$ cat config.mk
export PLATFORM = sky130hd
export DESIGN_NAME = trb_capture_ctrl
export DESIGN_NICKNAME = d
export VERILOG_FILES = /design/src/rtl/trb_capture_ctrl_pkg.sv /design/src/rtl/trb_capture_ctrl_drain_skid.sv /design/src/rtl/trb_capture_ctrl.sv
export SDC_FILE = /design/constraint.sdc
export NUM_CORES = 1
export LEC_CHECK = 0
export CORE_MARGIN = 10
export CORE_UTILIZATION = 26
export CTS_CLUSTER_SIZE = 30
export DETAILED_ROUTE_END_ITERATION = 10
export MAX_ROUTING_LAYER = met4
export PLACE_DENSITY = 0.44
export SETUP_SLACK_MARGIN = 0.05
export SLEW_MARGIN = 40
export SYNTH_ARGS = -nofsm -noshare
export SYNTH_HDL_FRONTEND = slang
export SYNTH_SLANG_ARGS = --single-unit
export TNS_END_PERCENT = 100
$ cat constraint.sdc
create_clock -name clk -period 4.6 [get_ports clk]
set_input_delay 0.46 -clock clk [delete_from_list [all_inputs] [get_ports clk]]
set_output_delay 0.46 -clock clk [all_outputs]
set_load 0.01 [all_outputs]
$ cat src/rtl/trb_capture_ctrl_pkg.sv
// Shared types and default widths for the trace-buffer capture controller.
package trb_capture_ctrl_pkg;

   localparam int TRB_ADDR_WIDTH = 8;
   localparam int TRB_WIDTH      = 16;
   localparam int TRB_FILL_WIDTH = TRB_ADDR_WIDTH + 1;

   typedef enum logic [1:0] {
      IDLE  = 2'd0,
      PRE   = 2'd1,
      POST  = 2'd2,
      DRAIN = 2'd3
   } trb_state_t;

endpackage

$ cat src/rtl/trb_capture_ctrl_drain_skid.sv
// Two-entry valid/ready skid buffer behind the BRAM read port. The credit
// output tells the read issuer whether another read fits, counting the
// entry leaving this cycle so a continuous stream runs at full rate.
module trb_drain_skid #(
   parameter int DATA_W = 16
) (
   input  logic              clk,
   input  logic              rst,
   input  logic              flush,
   input  logic              push,
   input  logic [DATA_W-1:0] push_data,
   input  logic              in_flight,
   input  logic              out_ready,
   output logic              out_valid,
   output logic [DATA_W-1:0] out_data,
   output logic              credit
);

   logic [DATA_W-1:0] skid_p2 [2];
   logic [1:0]        cnt;
   logic              wr_idx;
   logic              rd_idx;
   logic              pop;
   logic [2:0]        occ;

   // Head of the buffer drives the stream; occupancy after this cycle's pop gates new reads
   always_comb begin
      out_valid = (cnt != 2'd0);
      out_data  = out_valid ? skid_p2[rd_idx] : '0;
      pop       = out_valid & out_ready;
      occ       = {1'b0, cnt} - {2'b00, pop} + {2'b00, in_flight};
      credit    = (occ < 3'd2);
   end

   // Occupancy and ring indices; flush drops everything buffered
   always_ff @(posedge clk) begin
      if (rst || flush) begin
         cnt    <= 2'd0;
         wr_idx <= 1'b0;
         rd_idx <= 1'b0;
      end else begin
         if (push) wr_idx <= ~wr_idx;
         if (pop)  rd_idx <= ~rd_idx;
         cnt <= cnt + {1'b0, push} - {1'b0, pop};
      end
   end

   // --- stage p2: BRAM read data lands in the skid entries ---
   always_ff @(posedge clk) begin
      if (push) skid_p2[wr_idx] <= push_data;
   end

endmodule

$ cat src/rtl/trb_capture_ctrl.sv
// Trace-buffer sequencer: arms, captures a circular pre/post-trigger window
// into a write-every-cycle BRAM, then drains it oldest-first as a stream.
module trb_capture_ctrl
   import trb_capture_ctrl_pkg::*;
#(
   parameter int ADDR_W = TRB_ADDR_WIDTH,
   parameter int DATA_W = TRB_WIDTH
) (
   input  logic              clk,
   input  logic              rst,
   input  logic              cfg_arm,
   input  logic              cfg_abort,
   input  logic [ADDR_W-1:0] cfg_post_cnt,
   input  logic              trace_valid,
   input  logic [DATA_W-1:0] trace_data,
   input  logic              trace_trig,
   output logic [ADDR_W-1:0] bram_wr_addr,
   output logic [DATA_W-1:0] bram_wr_data,
   output logic [ADDR_W-1:0] bram_rd_addr,
   input  logic [DATA_W-1:0] bram_rd_data,
   output logic              out_valid,
   output logic [DATA_W-1:0] out_data,
   input  logic              out_ready,
   output logic              out_last,
   output logic [1:0]        stat_state,
   output logic [ADDR_W-1:0] stat_trig_addr,
   output logic              stat_done
);

   localparam logic [ADDR_W-1:0] PTR_ONE  = ADDR_W'(1);
   localparam logic [ADDR_W:0]   FILL_ONE = (ADDR_W+1)'(1);
   localparam logic [ADDR_W:0]   DEPTH_F  = FILL_ONE << ADDR_W;

   trb_state_t        state, state_nxt;
   logic [ADDR_W-1:0] wr_ptr, wr_ptr_inc, rd_ptr, post_left;
   logic [ADDR_W-1:0] wr_addr_q;
   logic [DATA_W-1:0] wr_data_q;
   logic [ADDR_W:0]   fill, fill_inc, reads_left, beats_left;
   logic              wr_en, trig_hit, post_done, issue, hs, credit;
   logic              vld_p1;

   // Next state, write-port mux (hold last write when idle) and drain handshake decode
   always_comb begin
      state_nxt    = state;
      wr_en        = ((state == PRE) || (state == POST)) && trace_valid;
      trig_hit     = (state == PRE) && trace_valid && trace_trig;
      post_done    = (state == POST) && trace_valid && (post_left == PTR_ONE);
      wr_ptr_inc   = wr_ptr + PTR_ONE;
      fill_inc     = (fill == DEPTH_F) ? fill : fill + FILL_ONE;
      hs           = out_valid && out_ready;
      out_last     = out_valid && (beats_left == FILL_ONE);
      stat_done    = hs && out_last;
      issue        = (state == DRAIN) && (reads_left != '0) && credit && !cfg_abort;
      bram_wr_addr = wr_en ? wr_ptr : wr_addr_q;
      bram_wr_data = wr_en ? trace_data : wr_data_q;
      bram_rd_addr = rd_ptr;
      stat_state   = state;
      case (state)
         IDLE:    if (cfg_arm) state_nxt = PRE;
         PRE:     if (trig_hit) state_nxt = (post_left == '0) ? DRAIN : POST;
         POST:    if (post_done) state_nxt = DRAIN;
         DRAIN:   if (stat_done) state_nxt = IDLE;
         default: state_nxt = IDLE;
      endcase
      if (cfg_abort) state_nxt = IDLE;
   end

   // State register
   always_ff @(posedge clk) begin
      if (rst) state <= IDLE;
      else     state <= state_nxt;
   end

   // --- stage p0: capture pointers, trigger latch and read issue ---
   always_ff @(posedge clk) begin
      if (rst) begin
         wr_ptr         <= '0;
         fill           <= '0;
         post_left      <= '0;
         wr_addr_q      <= '0;
         wr_data_q      <= '0;
         stat_trig_addr <= '0;
         rd_ptr         <= '0;
         reads_left     <= '0;
         beats_left     <= '0;
         vld_p1         <= 1'b0;
      end else begin
         if ((state == IDLE) && cfg_arm && !cfg_abort) begin
            wr_ptr    <= '0;
            fill      <= '0;
            post_left <= cfg_post_cnt;
         end
         if (wr_en) begin
            wr_ptr    <= wr_ptr_inc;
            fill      <= fill_inc;
            wr_addr_q <= wr_ptr;
            wr_data_q <= trace_data;
         end
         if (trig_hit) stat_trig_addr <= wr_ptr;
         if ((state == POST) && trace_valid) post_left <= post_left - PTR_ONE;
         // Window start is computed from the pointer/fill values this final write produces
         if ((state != DRAIN) && (state_nxt == DRAIN)) begin
            rd_ptr     <= wr_ptr_inc - fill_inc[ADDR_W-1:0];
            reads_left <= fill_inc;
            beats_left <= fill_inc;
         end
         if (issue) begin
            rd_ptr     <= rd_ptr + PTR_ONE;
            reads_left <= reads_left - FILL_ONE;
         end
         if (hs) beats_left <= beats_left - FILL_ONE;
         vld_p1 <= issue;
      end
   end

   // --- stage p1: BRAM read data returns one cycle after issue ---
   trb_drain_skid #(.DATA_W(DATA_W)) u_skid (
      .clk       (clk),
      .rst       (rst),
      .flush     (cfg_abort),
      .push      (vld_p1),
      .push_data (bram_rd_data),
      .in_flight (vld_p1),
      .out_ready (out_ready),
      .out_valid (out_valid),
      .out_data  (out_data),
      .credit    (credit)
   );

endmodule

==> impl_metrics.yaml <==
timing:
  finalCritPeriodShare: 0.776
  slew_violations: 0
  finalSetupViolations: 0
  worst_slew_pin_slew_ns: 0.739
  hold_viol: 0
  fin_ws_ns: 1.03
  period_minus_slack_ns: 3.57
  slew_headroom: 0.507
  rsz0062_at_grt: "false"
  fin_tns_setup_ns: 0
  skew_ns: 0.0104
  fmaxAchievable_ghz: 0.280
floorplanning:
  die_h_um: 173
  dieArea_mm2: 0.0299
  chipWidth_um: 173
  ios: 108
  row_count: 55
  start_util: 0.267
  core_region_area_mm2: 0.0228
placed_design:
  gp_congestion: 0.833
  io_buffers: 107
  dp_slack_ns: 0.647
  hpwl_um: 12500
  dp_cells: 1096
logic_synthesis:
  avgSynthCellArea_um2: 8.63
  synth_edf_count: 32
  yosysWarnings: 0
  syn-num-nets: 779
  synth-seq-area-share: 0.457
  ys_types: 63
  async_reset_ff_frac: 0
  ys.flop_type: "dfxtp_1"
  syn_area_mm2: 0.00609
  netlist_instances: 706
  ys_ff_latch: 123
clock_network:
  numCtsBuffers: 17
  h-tree-depth: 4
  clk_pin_slew_ns: 0.06
  cts-resized-gates: 0
  cts-root-buf: "clkbuf_16"
  cts_sinks: 123
  cts_tree: "done"
  clock_latency_ns: 0.42
  cts.path.max_buffers: 2
  holdBufCountCts: 0
  postCtsSetupRepairBufs: 0
worst_setup_path:
  crit_buf_inv: 2
  cp.arrival_ns: 3.90
  cp-end-kind: "flop"
  cp_slowest_stage_delay_ns: 0.50
  cp_cell_sequence: "o21ai_1 > inv_1 > ha_1 > inv_1 > ha_1 > fa_1 > nor4b_4 > o21ai_4 > nand2b_1 > or3_1 > a31oi_1"
  crit_family: "adder cells"
  path_max_fanout: 25
  cp-start-kind: "flop"
  crit_type: "reg -> reg"
  slowest_stage: "fa_1"
  critPathRequiredTime_ns: 4.94
cells_and_area:
  syn_to_final_growth_pct: 31.0
  regArea_mm2: 0.00278
  nNetsFinal: 875
  layout.cells.non_filler: 1127
  multi_input_area_mm2: 0.00303
  drive_above_1_share: 0.0688
  insertedDiodeCount: 0
  fin_util: 0.349
  fillers: 2383
grt:
  grt.overflow.total: 0
  grtUsageTotal: 0.118
  grt_max_degree: 45
  grt_pass1_wl_um: 28100
  grt_pass1_vias: 5390
  grt_antenna_before_repair: 0
route:
  vias: 5240
  ant_nets: 0
  drt-initial-drc-count: 218
  wl_um: 17400
  avgViaCountPerCell: 4.65
  drcViolationCount: 0
  first_pass_iters: 4
  wl_per_cell_um: 15.5
outcome:
  status: "completed"
pwr:
  irDropWorstVdd_mv: 0.204
  power.leakage_uw: 0.00286
  power_density_mw_per_mm2: 324
  power_uw: 2590
flow_run:
  cap_violations: 0
worst_hold_path:
  hold_path_class: "in -> reg"
==> sequential cells by signal (all words and copies together), names as in the netlist, named ones only <==
name / cells
beats_left: 9
bram_rd_addr: 8
fill: 9
post_left: 8
reads_left: 9
stat_state: 2
stat_trig_addr: 8
u_skid.cnt: 2
u_skid.rd_idx: 1
u_skid.skid_p2: 32
u_skid.wr_idx: 1
vld_p1: 1
wr_addr_q: 8
wr_data_q: 16
wr_ptr: 8
==> synthesized netlist by cell type, drive strengths merged (7+ instances only) <==
cell,count,area share
edfxtp,32,0.16
nand2,126,0.078
or3,9,0.010
nor4,9,0.0092
a31oi,15,0.015
xnor2,11,0.016
nor3,17,0.014
buf,9,0.0094
ha,24,0.049
xor2,9,0.013
o21ai,26,0.023
clkbuf,29,0.018
and2,7,0.0072
mux2i,18,0.030
inv,30,0.018
nor2,69,0.043
a21oi,73,0.060
nand3,22,0.018
dfxtp,91,0.30
==> power breakdown <==
part           leakage, µW  internal, µW  total (µW)  switching [µW]
Clock             0.000261           731        1220             489
Sequential         0.00102          1120        1140            15.6
Combinational      0.00158           105         225             120
Total              0.00286          1960        2590             625
==> cell families after synthesis <==
| family | share of synthesized area |
|---|---|
| muxes | 0.0333 |
| xor gates and xnor gates | 0.0325 |
| AOI/OAI and AO/OA | 0.145 |
| DFF | 0.457 |
| buffers and inverters | 0.0458 |
| adders and majority gates | 0.0559 |
| and+or+nand+nor | 0.231 |
==> layout make-up <==
class | instances | share of cell area
clock inverter | 13 | 0.0130
tap | 313 | 0.0491
clock buffer | 18 | 0.0538
inverter | 30 | 0.0141
sequential | 123 | 0.349
multi-input combinational | 515 | 0.380
timing repair buffer | 115 | 0.141
==> worst paths after layout <==
path / start / endpoint / slack (ns) / cells past startpoint
worst max register to register: u_skid.cnt[1]$_SDFF_PP0_ / reads_left[5]$_SDFFE_PP0P_ / 1.03 / 11
worst min-delay path: rst / wr_data_q[11]$_SDFF_PP0_ / 0.45 / 2
worst min register to register: stat_trig_addr[2]$_SDFFE_PP0P_ / stat_trig_addr[2]$_SDFFE_PP0P_ / 0.46 / 2
worst max-delay path: u_skid.cnt[1]$_SDFF_PP0_ / reads_left[5]$_SDFFE_PP0P_ / 1.03 / 11
==> cell usage in the layout (no fill, tap or decap), types with 3 or more instances in the layout <==
cell type	instances
nand3b_1	4
nand3_1	22
nand2_1	126
nor2b_1	4
nor3b_1	6
nor3_1	17
or2_2	6
and3_1	5
o21ai_0	17
edfxtp_1	32
a211oi_1	5
ha_1	24
xor2_1	9
a21o_1	3
clkbuf_16	17
and2_1	5
nand2b_1	5
buf_4	8
a31oi_1	15
or3_1	8
dfxtp_1	90
clkinv_2	5
a221oi_1	3
a22oi_1	3
a21oi_1	73
clkdlybuf4s50_1	106
inv_1	30
mux2i_1	18
or4_1	3
o21ai_1	8
xnor2_1	11
nor4_1	9
nor2_1	68
==> metal layers <==
metal | vias up | routed length, µm | track usage | part of all wire
li1 | 2647 | - | - | -
met1 | 2462 | 8270 | 0.140 | 0.47
met2 | 116 | 8060 | 0.188 | 0.46
met3 | 15 | 920 | 0.0388 | 0.053
met4 | 0 | 172 | 0.0352 | 0.0099
met5 | - | 0 | - | 0
==> metrics by stage <==
stage	hold slack [ns]	cell area (µm²)
global placement	0.445	7440
finish	0.450	7980
global route	0.458	7980
floorplan	0.444	6090
CTS	0.434	7980
detailed placement	0.455	7450
No activity file was read; power rests on OpenSTA's default activity.
==> RTL change 1, RTL diff (same settings) <==
The package constant `TRB_WIDTH` goes from 16 to 24.
--- a/src/rtl/trb_capture_ctrl_pkg.sv
+++ b/src/rtl/trb_capture_ctrl_pkg.sv
@@ -2,7 +2,7 @@
 package trb_capture_ctrl_pkg;
 
    localparam int TRB_ADDR_WIDTH = 8;
-   localparam int TRB_WIDTH      = 16;
+   localparam int TRB_WIDTH      = 24;
    localparam int TRB_FILL_WIDTH = TRB_ADDR_WIDTH + 1;
 
    typedef enum logic [1:0] {
Ports: changed (resized bram_rd_data, bram_wr_data, out_data and trace_data); port bits go from 108 to 140. No check against the original RTL was run, so the function may have changed too.
==> RTL change 1 against the original RTL <==
  * Clock skew about the same
  * Count of clock-buffer cells in the layout unchanged
  * Sequential power rose by 20%
  * Total power increased by 18%
  * Area after synthesis up 15%
  * Design area rose by 17%
  * Sequential cell count grew 24
  * Die area rose by 13%
  * Setup slack improved by 0.0064 ns
  * Wire length increased by 14%
  * Critical path depth is 2 higher
==> RTL change 1: results <==
[outcome]
outcome = "complete, no violations"

[synthesis]
postSynthCellCount = 771
yosysUniqueCellTypes = 68
synthTopCellsByArea = "dfxtp_1, edfxtp_1, nand2_1, a21oi_1, nor2_1"
ys_top_cells_by_count = "nand2_1, dfxtp_1, nor2_1"
synth_edf_count = 48
synth.top_cell.area_share_pct = 28.4

[worst_setup_path]
endpoint = "bram_rd_addr[7]"
reg2reg_depth = 12
cp.arrival_ns = 3.84
worstPathMaxFanout = 11
cp_slowest_cell = "nor4b_2"

[power]
peakVddDrop_mv = 0.206
internal-power_mw = 2.33
swShare_pct = 23.7

[cells_and_area]
fin_nets = 989
design_area_um2 = 9330
fillers = 2732
top_regs = "u_skid.skid_p2: 48 flops, wr_data_q: 24 flops"

[global_routing]
grt_pass1_wl_um = 31400
grt_pass1_vias = 5722
track_usage_pct = 11.9

[detailed_routing]
wl_met1_um = 9990
drt_first_iter_violations = 242

[floorplan]
initial_core_util_pct = 26.6

[hold_path]
hp-class = "reg -> reg"
holdCritStartpoint = "stat_trig_addr[5]"

[place]
dp_slack_ns = 0.582
place_congestion = 0.775
io_buffers = 139

[timing]
timing.hold.ws_ns = 0.460

[clock_tree]
clock-sinks = 147
## RTL change 1: cell types whose count changed after synthesis, moves of 6 or more
| cell | delta |
|---|---|
| o21ai_0 | -7 |
| dfxtp_1 | +8 |
| a21oi_1 | +7 |
| edfxtp_1 | +16 |
| nor2_1 | +13 |
| nand2_1 | +20 |
| nand3_1 | +6 |
| nor4_1 | -8 |
| mux2i_1 | +8 |
## RTL change 1: cells by family after synthesis
logic type / synth area share [%]
adder cells (fa/ha/maj): 4.87
multiplexers: 3.73
buffers and inverters: 3.83
XOR/XNOR: 2.96
AO/OA/AOI/OAI: 15.2
AND/OR/NAND/NOR: 20.4
flip-flops: 49.0
## RTL change 1: per-layer routing
layer	vias to the layer above	global-route usage, %
li1	2960	-
met1	2616	15.3
met2	141	17.4
met3	9	4.53
met4	0	2.29
met5	-	-
==> RTL change 2, RTL diff (same settings) <==
Made on the original files. Add an input register stage for `cfg_arm`, `cfg_abort` and `cfg_post_cnt`, without a reset; this delays them by one clock. The other inputs are not delayed to match.
--- a/src/rtl/trb_capture_ctrl.sv
+++ b/src/rtl/trb_capture_ctrl.sv
@@ -31,6 +31,16 @@
    localparam logic [ADDR_W:0]   FILL_ONE = (ADDR_W+1)'(1);
    localparam logic [ADDR_W:0]   DEPTH_F  = FILL_ONE << ADDR_W;
 
+   logic cfg_arm_q;
+   logic cfg_abort_q;
+   logic [ADDR_W-1:0] cfg_post_cnt_q;
+
+   always_ff @(posedge clk) begin
+      cfg_arm_q      <= cfg_arm;
+      cfg_abort_q    <= cfg_abort;
+      cfg_post_cnt_q <= cfg_post_cnt;
+   end
+
    trb_state_t        state, state_nxt;
    logic [ADDR_W-1:0] wr_ptr, wr_ptr_inc, rd_ptr, post_left;
    logic [ADDR_W-1:0] wr_addr_q;
@@ -50,19 +60,19 @@
       hs           = out_valid && out_ready;
       out_last     = out_valid && (beats_left == FILL_ONE);
       stat_done    = hs && out_last;
-      issue        = (state == DRAIN) && (reads_left != '0) && credit && !cfg_abort;
+      issue        = (state == DRAIN) && (reads_left != '0) && credit && !cfg_abort_q;
       bram_wr_addr = wr_en ? wr_ptr : wr_addr_q;
       bram_wr_data = wr_en ? trace_data : wr_data_q;
       bram_rd_addr = rd_ptr;
       stat_state   = state;
       case (state)
-         IDLE:    if (cfg_arm) state_nxt = PRE;
+         IDLE:    if (cfg_arm_q) state_nxt = PRE;
          PRE:     if (trig_hit) state_nxt = (post_left == '0) ? DRAIN : POST;
          POST:    if (post_done) state_nxt = DRAIN;
          DRAIN:   if (stat_done) state_nxt = IDLE;
          default: state_nxt = IDLE;
       endcase
-      if (cfg_abort) state_nxt = IDLE;
+      if (cfg_abort_q) state_nxt = IDLE;
    end
 
    // State register
@@ -85,10 +95,10 @@
          beats_left     <= '0;
          vld_p1         <= 1'b0;
       end else begin
-         if ((state == IDLE) && cfg_arm && !cfg_abort) begin
+         if ((state == IDLE) && cfg_arm_q && !cfg_abort_q) begin
             wr_ptr    <= '0;
             fill      <= '0;
-            post_left <= cfg_post_cnt;
+            post_left <= cfg_post_cnt_q;
          end
          if (wr_en) begin
             wr_ptr    <= wr_ptr_inc;
@@ -117,7 +127,7 @@
    trb_drain_skid #(.DATA_W(DATA_W)) u_skid (
       .clk       (clk),
       .rst       (rst),
-      .flush     (cfg_abort),
+      .flush     (cfg_abort_q),
       .push      (vld_p1),
       .push_data (bram_rd_data),
       .in_flight (vld_p1),
Behaviour: not the same (a bounded check fails within 4 cycles, from zero or initial values and one cycle with rst high).
==> RTL change 2 against the original RTL <==
  * Area after synthesis rose by 3.0%
  * Sequential cell count rose by 10
  * Synthesized cell count grew 1.6%
  * Sequential power up 8%
  * Setup slack worse by 0.22 ns
  * Total power up 7.0%
  * Via count up 1.6%
  * Design area increased by 3.5%
  * Wire length up 2.9%
  * Critical path type unchanged
  * Largest power group unchanged
  * Highest routed layer unchanged
==> RTL change 2: results <==
[outcome]
outcome = "complete, no violations"

[timing]
worst_pin_slew_ns = 0.814
postLayoutSetupSlackWorst_ns = 0.807

[place]
place_congestion = 0.797
dp_slack_ns = 0.629
dp.cells = 1118
hpwlAfterDp_um = 12500
post_dp_cell_area_um2 = 7690

[detailed_routing]
drt_first_iter_violations = 250
wl_met1_um = 8570
vias = 5326
wl_met3_um = 1260
wl_met2_um = 7810

[cells_and_area]
fillers = 2490
buffer_area_share_pct = 14.1
register_area_um2 = 2980
clock_cell_area_share_pct = 6.95
multi_input_area_um2 = 3050
final_cells = 1150
multi_input_area_share_pct = 36.9
multi_input_cells = 523
n_clock_buffer = 19
fin_nets = 891
nNonClkBuffers = 119
layout-drive-gt1-share_pct = 6.62
num-nonclk-inverters = 24

[worst_setup_path]
endpoint = "reads_left[3]"
cp_slowest_cell = "or4_1"
r2r_setup_slack_ns = 0.81
cpLargestDelayFamily = "simple AND/OR/NAND/NOR gates"
cp.arrival_ns = 4.06
reg2reg_depth = 14
worstPathMaxFanout = 17

[power]
p_leak_nw = 2.96
p_comb_mw = 0.206
peakVddDrop_mv = 0.218
swShare_pct = 23.4
clock_power_mw = 1.33
seq-power_mw = 1.23

[synthesis]
synth_nets = 790
synth-compound-area-share_pct = 14.6
synthTopCellsByArea = "dfxtp_1, edfxtp_1, nand2_1, a21oi_1, ha_1"
yosysUniqueCellTypes = 58
synth_mux_area_share_pct = 2.87
postSynthCellCount = 717
synth_seq_area_share_pct = 47.5
synth_fa_ha_area_share_pct = 5.42
ys_top_cells_by_count = "nand2_1, dfxtp_1, a21oi_1"

[global_routing]
track_usage_pct = 12.0
use_met3_pct = 4.03
grt_max_degree = 92
grt_pass1_wl_um = 28800
grt_pass1_vias = 5234

[clock_tree]
clk_path_buf_depth = 2

[floorplan]
fp-row-count = 56
==> RTL change 2: changes by cell type after synthesis, moves of 5 or more <==
cell     before  now
inv_1        30   23
nand2_1     126  135
or3_1         8    1
o21ai_1       8    0
a31oi_1      15   10
and3_1        5   11
dfxtp_1      91  101
xnor2_1      11   17
o21ai_0      17   22
==> RTL change 2: worst min path at each step <==
| stage | start | end | slack (ns) | cells after the start |
|---|---|---|---|---|
| 6_report | rst | beats_left[1] | 0.44 | 4 |
| 5_1_grt | rst | beats_left[1] | 0.44 | 4 |
| 4_1_cts | rst | beats_left[1] | 0.43 | 4 |
| 3_5_place_dp | stat_trig_addr[4] | stat_trig_addr[4] | 0.45 | 2 |
| 3_3_place_gp | stat_trig_addr[2] | stat_trig_addr[2] | 0.44 | 2 |
| 2_1_floorplan | cfg_post_cnt_q[7] | post_left[7] | 0.43 | 2 |
==> RTL change 2: worst min-delay path, stage by stage <==
cell and delay (ns):
buf_4 0.09, inv_1 0.13, nand2_1 0.09, a31oi_1 0.04
